`config.mk`:
```
export PLATFORM = sky130hd
export DESIGN_NAME = dmem_arbiter
export DESIGN_NICKNAME = d
export VERILOG_FILES = /design/src/rtl/dmem_pkg.sv /design/src/rtl/dmem_arbiter.sv
export SDC_FILE = /design/constraint.sdc
export NUM_CORES = 1
export LEC_CHECK = 0
export ABC_AREA = 1
export BUFFER_PORTS_ARGS = -buffer_cell sky130_fd_sc_hd__buf_2
export CAP_MARGIN = 15
export CORE_AREA = 2 2 645 647
export CTS_CLUSTER_DIAMETER = 60
export DETAILED_ROUTE_END_ITERATION = 16
export DIE_AREA = 0 0 647 649
export SLEW_MARGIN = 20
export SYNTH_ARGS = -nofsm -noshare
export SYNTH_HDL_FRONTEND = slang
export SYNTH_SLANG_ARGS = --single-unit
```
`constraint.sdc`:
```
create_clock -name clk_i -period 1.75 [get_ports clk_i]
set_input_delay 0.175 -clock clk_i [delete_from_list [all_inputs] [get_ports clk_i]]
set_output_delay 0.175 -clock clk_i [all_outputs]
set_load 0.005 [all_outputs]
```
`src/rtl/dmem_pkg.sv`:
```
// Shared types and constants for the line-wide data memory arbiter.
package dmem_pkg;

  localparam int DMEM_ADDR_W = 32;
  localparam int DMEM_DATA_W = 256;

  localparam logic REQ_DCACHE = 1'b0;
  localparam logic REQ_ICACHE = 1'b1;

  typedef enum logic [1:0] {
    ST_IDLE   = 2'd0,
    ST_GRANT0 = 2'd1,
    ST_GRANT1 = 2'd2
  } arb_state_e;

endpackage

```
`src/rtl/dmem_arbiter.sv`:
```
// Round-robin arbiter sharing one line-wide memory port between the D-cache
// (requester 0) and the I-cache (requester 1); commands are latched at grant.
//
// state     | meaning
// ----------+-----------------------------------------------------------
// ST_IDLE   | no transaction; sample requests, resolve ties with last_q
// ST_GRANT0 | D-cache transaction in flight, wait for mem_ack_i
// ST_GRANT1 | I-cache transaction in flight, wait for mem_ack_i
module dmem_arbiter
  import dmem_pkg::*;
#(
  parameter int          ADDR_W      = DMEM_ADDR_W,
  parameter int          DATA_W      = DMEM_DATA_W,
  parameter int unsigned TIMEOUT_CYC = 64
) (
  input  logic              clk_i,
  input  logic              rst_i,
  input  logic              r0_enable_i,
  input  logic              r0_write_i,
  input  logic [ADDR_W-1:0] r0_addr_i,
  input  logic [DATA_W-1:0] r0_data_i,
  output logic              r0_ack_o,
  output logic [DATA_W-1:0] r0_data_o,
  input  logic              r1_enable_i,
  input  logic              r1_write_i,
  input  logic [ADDR_W-1:0] r1_addr_i,
  input  logic [DATA_W-1:0] r1_data_i,
  output logic              r1_ack_o,
  output logic [DATA_W-1:0] r1_data_o,
  output logic              mem_enable_o,
  output logic              mem_write_o,
  output logic [ADDR_W-1:0] mem_addr_o,
  output logic [DATA_W-1:0] mem_data_o,
  input  logic              mem_ack_i,
  input  logic [DATA_W-1:0] mem_data_i,
  output logic              busy_o,
  output logic              err_o
);

  // Counter is wide enough to pass TIMEOUT_CYC before it saturates.
  localparam int CNT_W = (TIMEOUT_CYC > 0) ? $clog2(TIMEOUT_CYC + 1) : 1;
  localparam logic [CNT_W-1:0] CNT_HIT = (TIMEOUT_CYC > 0) ? CNT_W'(TIMEOUT_CYC - 1) : '0;

  arb_state_e        state_q, state_d;
  logic              last_q;
  logic              write_q;
  logic [ADDR_W-1:0] addr_q;
  logic [DATA_W-1:0] data_q;
  logic [CNT_W-1:0]  cnt_q;
  logic              err_q;

  logic grant_vld;
  logic grant_id;
  logic busy;
  logic waiting;

  assign busy    = (state_q != ST_IDLE);
  assign waiting = busy && !mem_ack_i;

  always_comb begin
    state_d   = state_q;
    grant_vld = 1'b0;
    grant_id  = REQ_DCACHE;
    case (state_q)
      ST_IDLE: begin
        if (r0_enable_i && r1_enable_i) begin
          grant_vld = 1'b1;
          grant_id  = ~last_q;
        end else if (r0_enable_i) begin
          grant_vld = 1'b1;
          grant_id  = REQ_DCACHE;
        end else if (r1_enable_i) begin
          grant_vld = 1'b1;
          grant_id  = REQ_ICACHE;
        end
        if (grant_vld) begin
          state_d = (grant_id == REQ_ICACHE) ? ST_GRANT1 : ST_GRANT0;
        end
      end
      ST_GRANT0, ST_GRANT1: begin
        if (mem_ack_i) begin
          state_d = ST_IDLE;
        end
      end
      default: state_d = ST_IDLE;
    endcase
  end

  always_ff @(posedge clk_i) begin
    if (rst_i) begin
      state_q <= ST_IDLE;
      last_q  <= REQ_ICACHE;
      write_q <= 1'b0;
      addr_q  <= '0;
      data_q  <= '0;
      cnt_q   <= '0;
      err_q   <= 1'b0;
    end else begin
      state_q <= state_d;
      if (grant_vld) begin
        last_q  <= grant_id;
        write_q <= (grant_id == REQ_ICACHE) ? r1_write_i : r0_write_i;
        addr_q  <= (grant_id == REQ_ICACHE) ? r1_addr_i  : r0_addr_i;
        data_q  <= (grant_id == REQ_ICACHE) ? r1_data_i  : r0_data_i;
        cnt_q   <= '0;
      end else if (waiting && (cnt_q != '1)) begin
        cnt_q <= cnt_q + 1'b1;
      end
      // Sets on the edge where the wait count reaches TIMEOUT_CYC.
      if ((TIMEOUT_CYC != 0) && waiting && (cnt_q == CNT_HIT)) begin
        err_q <= 1'b1;
      end
    end
  end

  assign mem_enable_o = busy;
  assign mem_write_o  = write_q;
  assign mem_addr_o   = addr_q;
  assign mem_data_o   = data_q;

  assign r0_ack_o  = mem_ack_i && (state_q == ST_GRANT0);
  assign r1_ack_o  = mem_ack_i && (state_q == ST_GRANT1);
  assign r0_data_o = mem_data_i;
  assign r1_data_o = mem_data_i;

  assign busy_o = busy;
  assign err_o  = err_q;

endmodule

```
==> summary.md <==
| Metric | Value |
|---|---|
| PwrDens | 920 mW/mm^2 |
| Final WL | 352 mm |
| Top delay family on crit path | buffers and inverters |
| Status | finished with violations |
| Worst Path Buf+Inv | 7 |
| CTS tree | yes |
| Vias per cell | 2.65 |
| Number of global-route vias before repair | 20,500 |
| Max H-tree Level | 2 |
| Nets | roughly 4,400 |
| All-Layer GR Usage | 0.152 |
| Row Count | between 200 and 250 |
| Share of layout cells above drive strength 1 | 0.366 |
| Library cells used by synthesis | 23 |
| Setup CP Type | reg2reg |
| Setup TNS Final | -21.00 ns |
| Worst path max stage delay | roughly 0.33 ns |
| Worst Path Required | between 2 and 2.5 ns |
| Register area share after synthesis | 0.343 |
| Post-route insts no fill | 9,251 |
| Final instance area | 0.0370 sq mm |
| Max Fanout on Critical Path | 8 |
| Synth Area per Inst | roughly 7 sq um |
| Synth Net Count | ~3,300 |
| Critical-path cell list | inv_2, buf_4, buf_6, ha_4, o21ai_4, nand2_4, inv_12, buf_12, buf_16, clkbuf_16, nand2_4, nand2_2 |
| Die height | 649 um |
| Final hold vios | 0 |
| Area of the die | approximately 0.42 sq mm |
| Commonest non-fill, non-tap cell in the layout | buf_2 |
| Max Cap Viol | 0 |
| FILL cells | roughly 48,000 |
| First-pass iteration count of the detailed router | 7 |
| Initial antenna violation count | between 300 and 400 |
| Startpoint types | register |
| Slew Viols, Final | 0 |
| CTS Buffer Depth | 3 |
| Via count | roughly 24,000 |
| Max IR drop VDD | 0.859 mV |
| Skew-Pair Late Insertion Delay | between 0.7 and 0.8 ns |
| Critical-path top delay cell | dfxtp_2 |
| Placed insts | between 8,000 and 9,000 |
| Failing checks | negative setup slack |
| Seq cells post-synth | 300 |
| Mapped cell area | between 0.015 and 0.02 sq mm |
| Sinks on Clock Net | 300 |
| # IOs | 1,645 |
| Total grt overflow | 0 |
| Most frequent CP cell | nand2_4 |
| Most frequent cells in the layout | buf_2 (859), nand2_1 (787), dlygate4sd3_1 (583) |
| Fmax | 0.518 GHz |
| Utilization after layout | 0.0897 |
| Initial DRC count | between 2,000 and 2,500 |
| Ys Warns | 0 |
| Top cells by area, synth | dfxtp_1 (34%), buf_4 (23%), nand2_1 (19%) |
| CTS buffer count | 58 |
| Synth top area share | 0.343 |
| Number of port buffers | about 880 |
| Setup Viol. Count Final | ~280 |
| Detailed Place HPWL | 307 mm |
| Critical Path Sink Type | register |
| Arrival time at the worst endpoint | 2.63 ns |
| Post-route ant nets | 0 |
| Min-Delay Path Class | in2reg |
| Clk root buf | clkbuf_16 |
| Worst-margin pin slew | about 0.59 ns |
| Maximum number of pins on one net before global-route repair | a little over 60 |
| Tcrit/Tclk final | 1.10 |
| LEAKAGE | roughly 17 nW |
| DRC Markers | 0 |
| RSZ-0062 raised after global routing | true |
| Post-synth top area cell | dfxtp_1 |
| First-pass GRT wire length | between 300 and 400 mm |
| Max_slew headroom | 0.607 |
| Final clock skew | between 0.03 and 0.04 ns |
| Die Wd | around 650 um |
| Core Footprint | between 0.4 and 0.5 sq mm |
| Final GP Congestion | between 0.8 and 0.9 |
| Synth-to-Final Area Change | 111% |
| Placement Setup Slack | -0.0168 ns |
| Final worst slack | -0.179 ns |
| Placed instance area | 0.0252 sq mm |
| Crit path time final | between 1.5 and 2 ns |
| Mapped Cells | 2,472 |
| CTS clk-pin slew, worst paths | ~0.060 ns |
| Initial Util | 0.0425 |
| Routed length per instance | between 30 and 40 um |
[worst paths after layout]
check,from,to,cells past startpoint,slack (ns)
worst max-delay path,state_q[1]$_SDFFE_PP0P_,mem_data_o[252]$_SDFFE_PP0P_,12,-0.18
worst min register to register,mem_data_o[20]$_SDFFE_PP0P_,mem_data_o[20]$_SDFFE_PP0P_,2,0.44
worst min-delay path,r1_data_i[61],mem_data_o[61]$_SDFFE_PP0P_,4,0.20
worst max register to register,state_q[1]$_SDFFE_PP0P_,mem_data_o[252]$_SDFFE_PP0P_,12,-0.18
[Yosys cell counts, drive strengths merged]
cell type / count
nand2: 891
a21oi: 7
inv: 306
ha: 5
nand3: 10
clkbuf: 14
nand4: 1
nor3: 1
o21ai: 4
nor2: 17
dfxtp: 300
o211ai: 289
xor2: 1
buf: 626
[what timing repair did]
action | 4_1_cts | 5_1_grt
hold endpoints to repair | 300 | 0
pin swaps | 5 | 90
hold buffers | 583 | 0
setup buffers | 16 | 45
setup endpoints to repair | 22 | 286
resized for setup | 61 | 229
cloned | 8 | 86
[cell families (layout without fill, tap and decap cells)]
logic type | count (synthesis) | in the layout | synth area share
AOI/OAI and AO/OA | 300 | 300 | 0.128
buffers and inverters | 946 | 2095 | 0.327
other | 0 | 156 | 0
xor gates and xnor gates | 1 | 1 | 0.000500
DFF | 300 | 300 | 0.343
adders and majority gates | 5 | 5 | 0.00357
and+or+nand+nor | 920 | 920 | 0.199
[flip-flops by register name, summed over array words and instances, names as in the netlist]
register     count
cnt_q            7
err_o            1
last_q           1
mem_addr_o      32
mem_data_o     256
mem_write_o      1
state_q          2
[layer usage]
metal  vias to the layer above  part of all wire  track usage
li1                       9634                 -            -
met1                     10600              0.28        0.121
met2                      3000              0.42        0.233
met3                       995              0.23        0.166
met4                       240             0.057       0.0710
met5                         -            0.0061       0.0120
[power breakdown]
part | internal [W] | leakage (nW) | total [W] | switching (W)
sequential | 0.00808 | 2.48 | 0.00886 | 0.000784
combinational | 0.00562 | 13.3 | 0.0128 | 0.00718
clock | 0.00703 | 0.990 | 0.0124 | 0.00533
total | 0.0207 | 16.8 | 0.0340 | 0.0133
[worst reg2reg max path: cells and delay by family, from the launching register on]
kind / cells / cell delay (ns)
AO/OA/AOI/OAI: 1 / 0.11
adder cells (fa/ha/maj): 1 / 0.16
buffers and inverters: 7 / 0.98
flip-flops: 1 / 0.33
AND/OR/NAND/NOR: 3 / 0.29
[cell type report]
class                   instances  area (sq um)  area share
repair inverters                1          16.3    0.000440
inverters                     306          1170      0.0316
multi-input cells            1226          6220       0.168
clock inverters                41           425      0.0115
well taps                    5474          6850       0.185
clock buffers                  67          1580      0.0426
repair buffers               1680         14300       0.387
diodes                        156           390      0.0106
flip-flops and latches        300          6010       0.162
[through the flow]
step           hold slack [ns]  total power, W
4_1_cts                 0.0891          0.0316
2_1_floorplan            0.244          0.0126
3_5_place_dp             0.350          0.0162
3_3_place_gp             0.350          0.0161
5_1_grt                  0.145          0.0354
6_report                 0.195          0.0340
Power figures use the tool's default switching activity.
